## src/rtl/ssp_cfg_arbiter_if.sv

```systemverilog
`default_nettype none
// ============================================================================
//  Module   : ssp_cfg_arbiter_if
//  Brief    : Requester-side and ssp_uart-side signals of the configuration
//             port arbiter. The slave modport is the arbiter's view; the
//             master modport is the view of the surrounding environment.
//  Revision : 1.0 - initial release
// ============================================================================
interface ssp_cfg_arbiter_if #(
    parameter int NUM_REQ = 2,
    parameter int ADDR_W  = 3,
    parameter int DATA_W  = 10
);
    // Requester side
    logic [NUM_REQ-1:0]        req_valid;
    logic [NUM_REQ-1:0]        req_rd_wr;
    logic [NUM_REQ*ADDR_W-1:0] req_addr;
    logic [NUM_REQ*DATA_W-1:0] req_wdata;
    logic [NUM_REQ-1:0]        req_ready;
    logic [NUM_REQ-1:0]        rsp_valid;
    logic [DATA_W-1:0]         rsp_rdata;

    // ssp_uart configuration port side
    logic                      cfg_enable;
    logic                      cfg_rd_wr;
    logic [ADDR_W-1:0]         cfg_addr;
    logic [DATA_W-1:0]         cfg_wdata;
    logic [DATA_W-1:0]         cfg_rdata;

    // Status
    logic                      busy;

    modport slave (
        input  req_valid, req_rd_wr, req_addr, req_wdata, cfg_rdata,
        output req_ready, rsp_valid, rsp_rdata,
        output cfg_enable, cfg_rd_wr, cfg_addr, cfg_wdata, busy
    );

    modport master (
        output req_valid, req_rd_wr, req_addr, req_wdata, cfg_rdata,
        input  req_ready, rsp_valid, rsp_rdata,
        input  cfg_enable, cfg_rd_wr, cfg_addr, cfg_wdata, busy
    );
endinterface
`default_nettype wire

```

## src/rtl/ssp_cfg_arbiter.sv

```systemverilog
`default_nettype none
// ============================================================================
//  Module   : ssp_cfg_arbiter
//  Brief    : Round-robin arbiter and access sequencer sharing the single
//             ssp_uart configuration port between NUM_REQ requesters.
//             Each grant produces ACCESS_CYCLES cycles of cfg_enable followed
//             by a one-cycle completion pulse to the granted requester.
//  Revision : 1.0 - initial release
// ============================================================================
module ssp_cfg_arbiter #(
    parameter int NUM_REQ       = 2,
    parameter int ADDR_W        = 3,
    parameter int DATA_W        = 10,
    parameter int ACCESS_CYCLES = 2
) (
    input  wire logic            clk,
    input  wire logic            rst,
    ssp_cfg_arbiter_if.slave     bus
);

    localparam int PTR_W = (NUM_REQ > 1) ? $clog2(NUM_REQ) : 1;
    localparam int CNT_W = (ACCESS_CYCLES > 1) ? $clog2(ACCESS_CYCLES) : 1;
    localparam logic [CNT_W-1:0] C_CNT_LAST = CNT_W'(ACCESS_CYCLES - 1);
    localparam logic [PTR_W-1:0] C_PTR_LAST = PTR_W'(NUM_REQ - 1);

    typedef enum logic [1:0] {
        S_IDLE   = 2'd0,
        S_ACCESS = 2'd1,
        S_RESP   = 2'd2
    } state_t;

    state_t              r_state;
    state_t              w_state_nxt;

    logic [PTR_W-1:0]    r_rr_ptr;
    logic [CNT_W-1:0]    r_cnt;
    logic [PTR_W-1:0]    r_win;
    logic                r_rd_wr;
    logic [ADDR_W-1:0]   r_addr;
    logic [DATA_W-1:0]   r_wdata;
    logic [DATA_W-1:0]   r_rdata;

    logic                w_any;
    logic [PTR_W-1:0]    w_win;
    logic                w_sel_rd_wr;
    logic [ADDR_W-1:0]   w_sel_addr;
    logic [DATA_W-1:0]   w_sel_wdata;
    logic                w_last;

    assign w_last = (r_cnt == C_CNT_LAST);

    // Round-robin search: first pending requester at or above rr_ptr, with wrap
    always_comb begin
        logic [PTR_W-1:0] v_idx;
        w_any = 1'b0;
        w_win = '0;
        v_idx = '0;
        for (int k = 0; k < NUM_REQ; k++) begin
            v_idx = PTR_W'((int'(r_rr_ptr) + k) % NUM_REQ);
            if (!w_any && bus.req_valid[v_idx]) begin
                w_any = 1'b1;
                w_win = v_idx;
            end
        end
    end

    // Multiplex the winning requester's command fields for the grant latch
    always_comb begin
        w_sel_rd_wr = 1'b0;
        w_sel_addr  = '0;
        w_sel_wdata = '0;
        for (int i = 0; i < NUM_REQ; i++) begin
            if (w_win == PTR_W'(i)) begin
                w_sel_rd_wr = bus.req_rd_wr[i];
                w_sel_addr  = bus.req_addr[i*ADDR_W +: ADDR_W];
                w_sel_wdata = bus.req_wdata[i*DATA_W +: DATA_W];
            end
        end
    end

    // FSM state register
    always_ff @(posedge clk) begin
        if (rst) begin
            r_state <= S_IDLE;
        end else begin
            r_state <= w_state_nxt;
        end
    end

    // FSM next state and all outputs, decoded from registered state only
    always_comb begin
        w_state_nxt    = r_state;
        bus.req_ready  = '0;
        bus.rsp_valid  = '0;
        bus.rsp_rdata  = r_rdata;
        bus.cfg_enable = 1'b0;
        bus.cfg_rd_wr  = 1'b0;
        bus.cfg_addr   = '0;
        bus.cfg_wdata  = '0;
        bus.busy       = (r_state != S_IDLE);
        case (r_state)
            S_IDLE: begin
                if (w_any) begin
                    w_state_nxt = S_ACCESS;
                end
            end
            S_ACCESS: begin
                bus.cfg_enable = 1'b1;
                bus.cfg_rd_wr  = r_rd_wr;
                bus.cfg_addr   = r_addr;
                bus.cfg_wdata  = r_wdata;
                // Accept pulse lands in the first access cycle only
                for (int i = 0; i < NUM_REQ; i++) begin
                    bus.req_ready[i] = (r_cnt == '0) && (r_win == PTR_W'(i));
                end
                if (w_last) begin
                    w_state_nxt = S_RESP;
                end
            end
            S_RESP: begin
                for (int i = 0; i < NUM_REQ; i++) begin
                    bus.rsp_valid[i] = (r_win == PTR_W'(i));
                end
                w_state_nxt = S_IDLE;
            end
            default: begin
                w_state_nxt = S_IDLE;
            end
        endcase
    end

    // Grant latch, round-robin pointer, access counter and read-data capture
    always_ff @(posedge clk) begin
        if (rst) begin
            r_rr_ptr <= '0;
            r_cnt    <= '0;
            r_win    <= '0;
            r_rd_wr  <= 1'b0;
            r_addr   <= '0;
            r_wdata  <= '0;
            r_rdata  <= '0;
        end else begin
            case (r_state)
                S_IDLE: begin
                    if (w_any) begin
                        r_win    <= w_win;
                        r_rd_wr  <= w_sel_rd_wr;
                        r_addr   <= w_sel_addr;
                        r_wdata  <= w_sel_wdata;
                        r_cnt    <= '0;
                        r_rr_ptr <= (w_win == C_PTR_LAST) ? '0 : (w_win + PTR_W'(1));
                    end
                end
                S_ACCESS: begin
                    if (w_last) begin
                        r_cnt   <= '0;
                        // Writes report zero so rsp_rdata never carries stale read data
                        r_rdata <= r_rd_wr ? bus.cfg_rdata : '0;
                    end else begin
                        r_cnt <= r_cnt + CNT_W'(1);
                    end
                end
                default: begin
                end
            endcase
        end
    end

endmodule
`default_nettype wire

```

## src/flat_wrapper.sv

```systemverilog
// flat-port wrapper written by rule: the top's interface ports become plain ports
module ssp_cfg_arbiter_flat 
#(
    parameter int NUM_REQ       = 2,
    parameter int ADDR_W        = 3,
    parameter int DATA_W        = 10,
    parameter int ACCESS_CYCLES = 2
)
  (clk, rst, bus_req_valid, bus_req_rd_wr, bus_req_addr, bus_req_wdata, bus_cfg_rdata, bus_req_ready, bus_rsp_valid, bus_rsp_rdata, bus_cfg_enable, bus_cfg_rd_wr, bus_cfg_addr, bus_cfg_wdata, bus_busy);
  ssp_cfg_arbiter_if #(.NUM_REQ(NUM_REQ), .ADDR_W(ADDR_W), .DATA_W(DATA_W)) bus_i ();
  input  wire logic clk;
  input  wire logic rst;
  input wire logic [$bits(bus_i.req_valid)-1:0] bus_req_valid;
  input wire logic [$bits(bus_i.req_rd_wr)-1:0] bus_req_rd_wr;
  input wire logic [$bits(bus_i.req_addr)-1:0] bus_req_addr;
  input wire logic [$bits(bus_i.req_wdata)-1:0] bus_req_wdata;
  input wire logic [$bits(bus_i.cfg_rdata)-1:0] bus_cfg_rdata;
  output wire logic [$bits(bus_i.req_ready)-1:0] bus_req_ready;
  output wire logic [$bits(bus_i.rsp_valid)-1:0] bus_rsp_valid;
  output wire logic [$bits(bus_i.rsp_rdata)-1:0] bus_rsp_rdata;
  output wire logic [$bits(bus_i.cfg_enable)-1:0] bus_cfg_enable;
  output wire logic [$bits(bus_i.cfg_rd_wr)-1:0] bus_cfg_rd_wr;
  output wire logic [$bits(bus_i.cfg_addr)-1:0] bus_cfg_addr;
  output wire logic [$bits(bus_i.cfg_wdata)-1:0] bus_cfg_wdata;
  output wire logic [$bits(bus_i.busy)-1:0] bus_busy;
  assign bus_i.req_valid = bus_req_valid;
  assign bus_i.req_rd_wr = bus_req_rd_wr;
  assign bus_i.req_addr = bus_req_addr;
  assign bus_i.req_wdata = bus_req_wdata;
  assign bus_i.cfg_rdata = bus_cfg_rdata;
  assign bus_req_ready = bus_i.req_ready;
  assign bus_rsp_valid = bus_i.rsp_valid;
  assign bus_rsp_rdata = bus_i.rsp_rdata;
  assign bus_cfg_enable = bus_i.cfg_enable;
  assign bus_cfg_rd_wr = bus_i.cfg_rd_wr;
  assign bus_cfg_addr = bus_i.cfg_addr;
  assign bus_cfg_wdata = bus_i.cfg_wdata;
  assign bus_busy = bus_i.busy;
  ssp_cfg_arbiter #(.NUM_REQ(NUM_REQ), .ADDR_W(ADDR_W), .DATA_W(DATA_W), .ACCESS_CYCLES(ACCESS_CYCLES)) u_core (.clk(clk), .rst(rst), .bus(bus_i));
endmodule
```

## config.mk

```make
export PLATFORM = sky130hd
export DESIGN_NAME = ssp_cfg_arbiter_flat
export DESIGN_NICKNAME = d
export VERILOG_FILES = /design/src/rtl/ssp_cfg_arbiter_if.sv /design/src/rtl/ssp_cfg_arbiter.sv /design/src/flat_wrapper.sv
export SDC_FILE = /design/constraint.sdc
export NUM_CORES = 1
export LEC_CHECK = 0
export CAP_MARGIN = 20
export CELL_PAD_IN_SITES_DETAIL_PLACEMENT = 2
export CELL_PAD_IN_SITES_GLOBAL_PLACEMENT = 2
export CORE_MARGIN = 2
export CORE_UTILIZATION = 20
export DETAILED_ROUTE_END_ITERATION = 10
export HOLD_SLACK_MARGIN = 0.02
export PLACE_DENSITY_LB_ADDON = 0.25
export SLEW_MARGIN = 30
export SYNTH_ARGS = -nofsm -noshare
export SYNTH_HDL_FRONTEND = slang
export SYNTH_SLANG_ARGS = --single-unit
```

## constraint.sdc

```tcl
create_clock -name clk -period 1.3 [get_ports clk]
set_input_delay 0.26 -clock clk [delete_from_list [all_inputs] [get_ports clk]]
set_output_delay 0.26 -clock clk [all_outputs]
set_load 0.01 [all_outputs]
```

# [Yosys cells after proc, flatten, opt, wreduce, memory -nomap -nowiden]
# Index checks and enable logic that the tools add are counted.
[classes] eq_ne=4 order_cmp=2 reduce_logical=11 addsub=3 bitwise_logic=2 muxes=25
[op_table] op="$mux W10" count=3
[op_table] op="$mux W1" count=14
[op_table] op="$mux W2" count=4
[op_table] op="$reduce_and A2 Y1" count=4
[op_table] op="$mux W3" count=2
[op_table] op="$lt A1 B2 Y1 const B" count=2
[op_table] op="$ne A2 B1 Y1 const B" count=2
[op_table] op="$pmux W2 S2" count=1
[op_table] op="$reduce_bool A2 Y1" count=2
[op_table] op="$add A1 B1 Y1 const B" count=3
[op_table] op="$logic_and A1 B1 Y1" count=3
[op_table] op="$eq A2 B1 Y1 const B" count=1
[op_table] op="$eq A2 B2 Y1 const B" count=1
[op_table] op="$logic_not A2 Y1" count=1
[op_table] op="$not A1 Y1" count=2
[op_table] op="$pmux W1 S2" count=1
[op_table] op="$logic_not A1 Y1" count=1
[totals] in_bits=42 reg_bits=29 out_inout_bits=30 elab_cells=55

# [Depth between registers and ports, before layout]
[depth] ltp_word=8 mapped_depth=5 ltp_nobuf=4

# [Worst setup path before layout]
# No wires, ideal clock.
[synth_timing] kind="reg2out" startpoint="reg u_core.r_state[0]" endpoint="out bus_cfg_addr[1]" path_slack_ns=-0.066 arrival_ns=1.106 t_required_ns=1.040 path_buffers=1 path_stages_with_launch=5 cell_sequence="dfxtp_1 > or2b_1 > inv_2 > buf_4 > and2_1"
[synth_between] elab_chain_cells=2
[synth_lines] element="start: declaration" line="ssp_cfg_arbiter.sv:32" source="state_t r_state;"
[synth_lines] element="start signal: assignment" line="ssp_cfg_arbiter.sv:86" source="r_state <= w_state_nxt;"
[synth_lines] element="$eq A2 B1 Y1" line="ssp_cfg_arbiter.sv:101" source="case (r_state)"
[synth_lines] element="$mux W3" line="ssp_cfg_arbiter.sv:101"
[synth_lines] element="end: declaration" line="flat_wrapper.sv:23" source="output wire logic [$bits(bus_i.cfg_addr)-1:0] bus_cfg_addr;"
# No other way between the ends.

# [Final worst setup path]
[layout_timing] startpoint="reg u_core.r_state[0]" endpoint="out bus_cfg_wdata[3]"
[layout_between] elab_chain_cells=2
[layout_lines] element="$eq A2 B1 Y1" line="ssp_cfg_arbiter.sv:101"
[layout_lines] element="$mux W10" line="ssp_cfg_arbiter.sv:101"
[layout_lines] element="end: declaration" line="flat_wrapper.sv:24" source="output wire logic [$bits(bus_i.cfg_wdata)-1:0] bus_cfg_wdata;"
# No other way between the ends.

==> flow_metrics.env <==
export IMPL_status="finished with violations"
export IMPL_violations="negative setup slack"
export IMPL_multi_input_area_um2=933
export IMPL_fp_dieW_um=88.2
export IMPL_cts_buffer_depth=2
export IMPL_coreArea_mm2=0.00683
export IMPL_yosys_top_cells_area="dfxtp_1 41%, a221o_1 7.1%, and2_1 6.6%, nor3_2 6.4%, nand3_1 4.9%"
export IMPL_die_h_um=88.2
export IMPL_synth_top_area_share_pct=41.0
export IMPL_pwr_share_seq_pct=40.7
export IMPL_grt_usage_pct=14.1
export IMPL_whs_ns=0.455
export IMPL_tns_ns=-8.44
export IMPL_r2r_slack_ns=-0.18
export IMPL_netlist_area_mm2=0.00142
export IMPL_fin_area_mm2=0.00272
export IMPL_ys_types=35
export IMPL_overflow=0
export IMPL_cts_buffers=5
export IMPL_drt_iter0_drc=19
export IMPL_hold_class="reg2reg"
export IMPL_wire_per_inst_um=16.1
export IMPL_port_buffers=71
export IMPL_route_met2_wl_um=2940
export IMPL_path_cells="or2b_4, clkinvlp_4, buf_6, and2_4, buf_6"
export IMPL_cts_sinks=29
export IMPL_peakVddDrop_v=0.000458
export IMPL_clkTransAtPathRegs_ns=0.06
export IMPL_syn_area_per_cell_um2=9.09
export IMPL_cpMostUsedCell="buf_6"
export IMPL_ys_warn_count=0
export IMPL_place_hpwl_um=3520
export IMPL_rows=30
export IMPL_insertion_delay_ns=0.27
export IMPL_pwr_share_comb_pct=28.4
export IMPL_drv_cap=0
export IMPL_seqCellArea_um2=582
export IMPL_htree_levels=2
export IMPL_ant_nets=0
export IMPL_mostFrequentLayoutCell="clkdlybuf4s50_1"
export IMPL_start_util_pct=20.8
export IMPL_top_layer="met4"
export IMPL_grt_pass1_wl_um=8360
export IMPL_gp_congestion=0.679
export IMPL_wl_met3_um=237
export IMPL_clock_skew_ns=0.00337
export IMPL_final_cell_mix="38 x clkdlybuf4s50_1, 28 x dfxtp_1, 25 x buf_6"
export IMPL_relSlewSlack_pct=70.6
export IMPL_finalHoldViolations=0
export IMPL_rsz0062_at_grt="yes"
export IMPL_startpoint_type="register"
export IMPL_intPower_mw=1.76
export IMPL_post_route_period_util_pct=128
export IMPL_final_layout_size_suffix_gt1_share_pct=45.7
export IMPL_fillers=767
export IMPL_synth_fp_nets=198
export IMPL_cts_tree="yes"
export IMPL_syn2layout_area_growth_pct=92.0
export IMPL_nNetsFinal=296
export IMPL_wl_met1_um=2430
export IMPL_grt_pass1_vias=1626
export IMPL_required_ns=1.04
export IMPL_boundaryPins=72
export IMPL_ys_ff_latch=29
export IMPL_p_sw_share_pct=27.7
export IMPL_placed_cell_area_mm2=0.00231
export IMPL_syn_inst=156
export IMPL_dieArea_mm2=0.00778
export IMPL_dpl_worst_slack_ns=-0.508
export IMPL_root_buffer="clkbuf_8"
export IMPL_p_leak_nw=1.13
export IMPL_period_needed_ns=1.66
export IMPL_diodes=0
export IMPL_synth_top_cell_by_area="dfxtp_1"
export IMPL_worstPathArrival_ns=1.40
export IMPL_critPathMaxFanout=6
export IMPL_grt_start_max_net_pins=17
export IMPL_cp_slowest_cell="dfxtp_2"
export IMPL_switching_power_uw=672
export IMPL_hold_buffers=0
export IMPL_cp_end_kind="output pin"
export IMPL_p_clk_share_pct=31.0
export IMPL_powerDensity_mw_per_mm2=892
export IMPL_antenna_found_initial=0
export IMPL_setup_viol=46
export IMPL_synth_seq_area_share_pct=41.0
export IMPL_wl_um=5630
export IMPL_tightest_slew_ns=0.439
export IMPL_vias=1577
export IMPL_first_pass_iters=2
export IMPL_viasPerCell=4.51
export IMPL_worstSetupPathType="reg2out"
export IMPL_crit_path_max_incr_delay_ns=0.32
export IMPL_maxSlewViolCount=0
export IMPL_fmax_mhz=603
export IMPL_drc=0
export IMPL_layout_setup_ws_ns=-0.359
export IMPL_power_mw=2.43
[sequential cells by signal, summed over array words and instances (netlist names)]
name	count
u_core.r_rr_ptr	1
u_core.bus.rsp_rdata	10
u_core.r_state	2
u_core.r_win	1
u_core.r_cnt	1
u_core.r_wdata	10
u_core.r_rd_wr	1
u_core.r_addr	3
[critical path: cells and delay by family (launching register included)]
kind	cells	cell delay, ns
buffers and inverters	3	0.42
AND/OR/NAND/NOR	2	0.38
flip-flops	1	0.32
[final cells by class]
cell class,count,share of cell area [%]
multi-input cells,107,34.3
repair inverters,1,0.276
flip-flops and latches,29,21.4
well taps,96,4.41
clock buffers,7,3.17
inverters,12,2.11
repair buffers,98,34.3
[path summary, 6_finish.rpt]
path / startpoint / to / cells after the start
max: u_core.r_state[0] / bus_cfg_wdata[3] / 5
min: u_core.bus.rsp_rdata[9] / u_core.bus.rsp_rdata[9] / 2
max reg2reg: u_core.r_state[0] / u_core.r_wdata[7] / 7
min reg2reg: u_core.bus.rsp_rdata[9] / u_core.bus.rsp_rdata[9] / 2
[synthesized netlist by cell type]
cell / n
a21o_1: 1
nor3b_1: 2
a21boi_0: 1
clkbuf_1: 2
a21oi_1: 10
inv_1: 11
or2b_1: 1
a2bb2o_1: 1
a221o_1: 10
nand2b_4: 1
o21ai_0: 4
a21bo_2: 1
nor2_1: 3
a2111oi_0: 1
or3_4: 1
buf_1: 1
nand4_1: 4
buf_4: 2
inv_2: 1
or2_4: 1
dfxtp_1: 29
nand3_1: 14
a31oi_1: 4
a21oi_4: 1
and2_1: 15
nand3b_1: 1
xnor2_1: 1
buf_2: 3
and4b_4: 1
buf_6: 4
nand2_1: 10
nor2_2: 1
nor3_2: 9
nor3_1: 2
and3b_2: 2
[cell families (layout without fill, tap and decap cells)]
group	Yosys count	in the layout	share of synthesized area (%)
AOI/OAI and AO/OA	34	35	18.0
xor gates and xnor gates	1	1	0.618
buffers and inverters	24	118	9.27
DFF	29	29	41.0
and+or+nand+nor	68	71	31.2
[power by group through the flow]
stage	clock network, mW	logic (mW)	registers [mW]
4_1_cts	0.776	0.639	0.983
2_1_floorplan	0	0.243	0.989
3_5_place_dp	0	0.544	0.996
3_3_place_gp	0	0.536	0.996
6_report	0.752	0.688	0.988
5_1_grt	0.818	0.741	0.994
[stage by stage]
stage | std cells | util (%)
final | 350 | 39.8
after global routing | 350 | 39.8
after floorplan | 156 | -
after CTS | 345 | 37.2
after global placement | 327 | 33.8
after detailed placement | 327 | 33.8
[repair_timing]
action                                 in CTS  in global routing
setup buffers                               8                  4
setup endpoints to repair                  46                 47
endpoints found under the hold margin       0                  0
pin swaps                                  26                 22
resized for setup                         138                 39
gates cloned                                4                  2
[per-layer routing]
metal | GRT usage (%) | vias to the layer above
li1 | - | 759
met1 | 17.3 | 774
met2 | 24.8 | 42
met3 | 3.58 | 2
met4 | 3.17 | 0
met5 | 0 | -
Power figures use the tool's default switching activity.
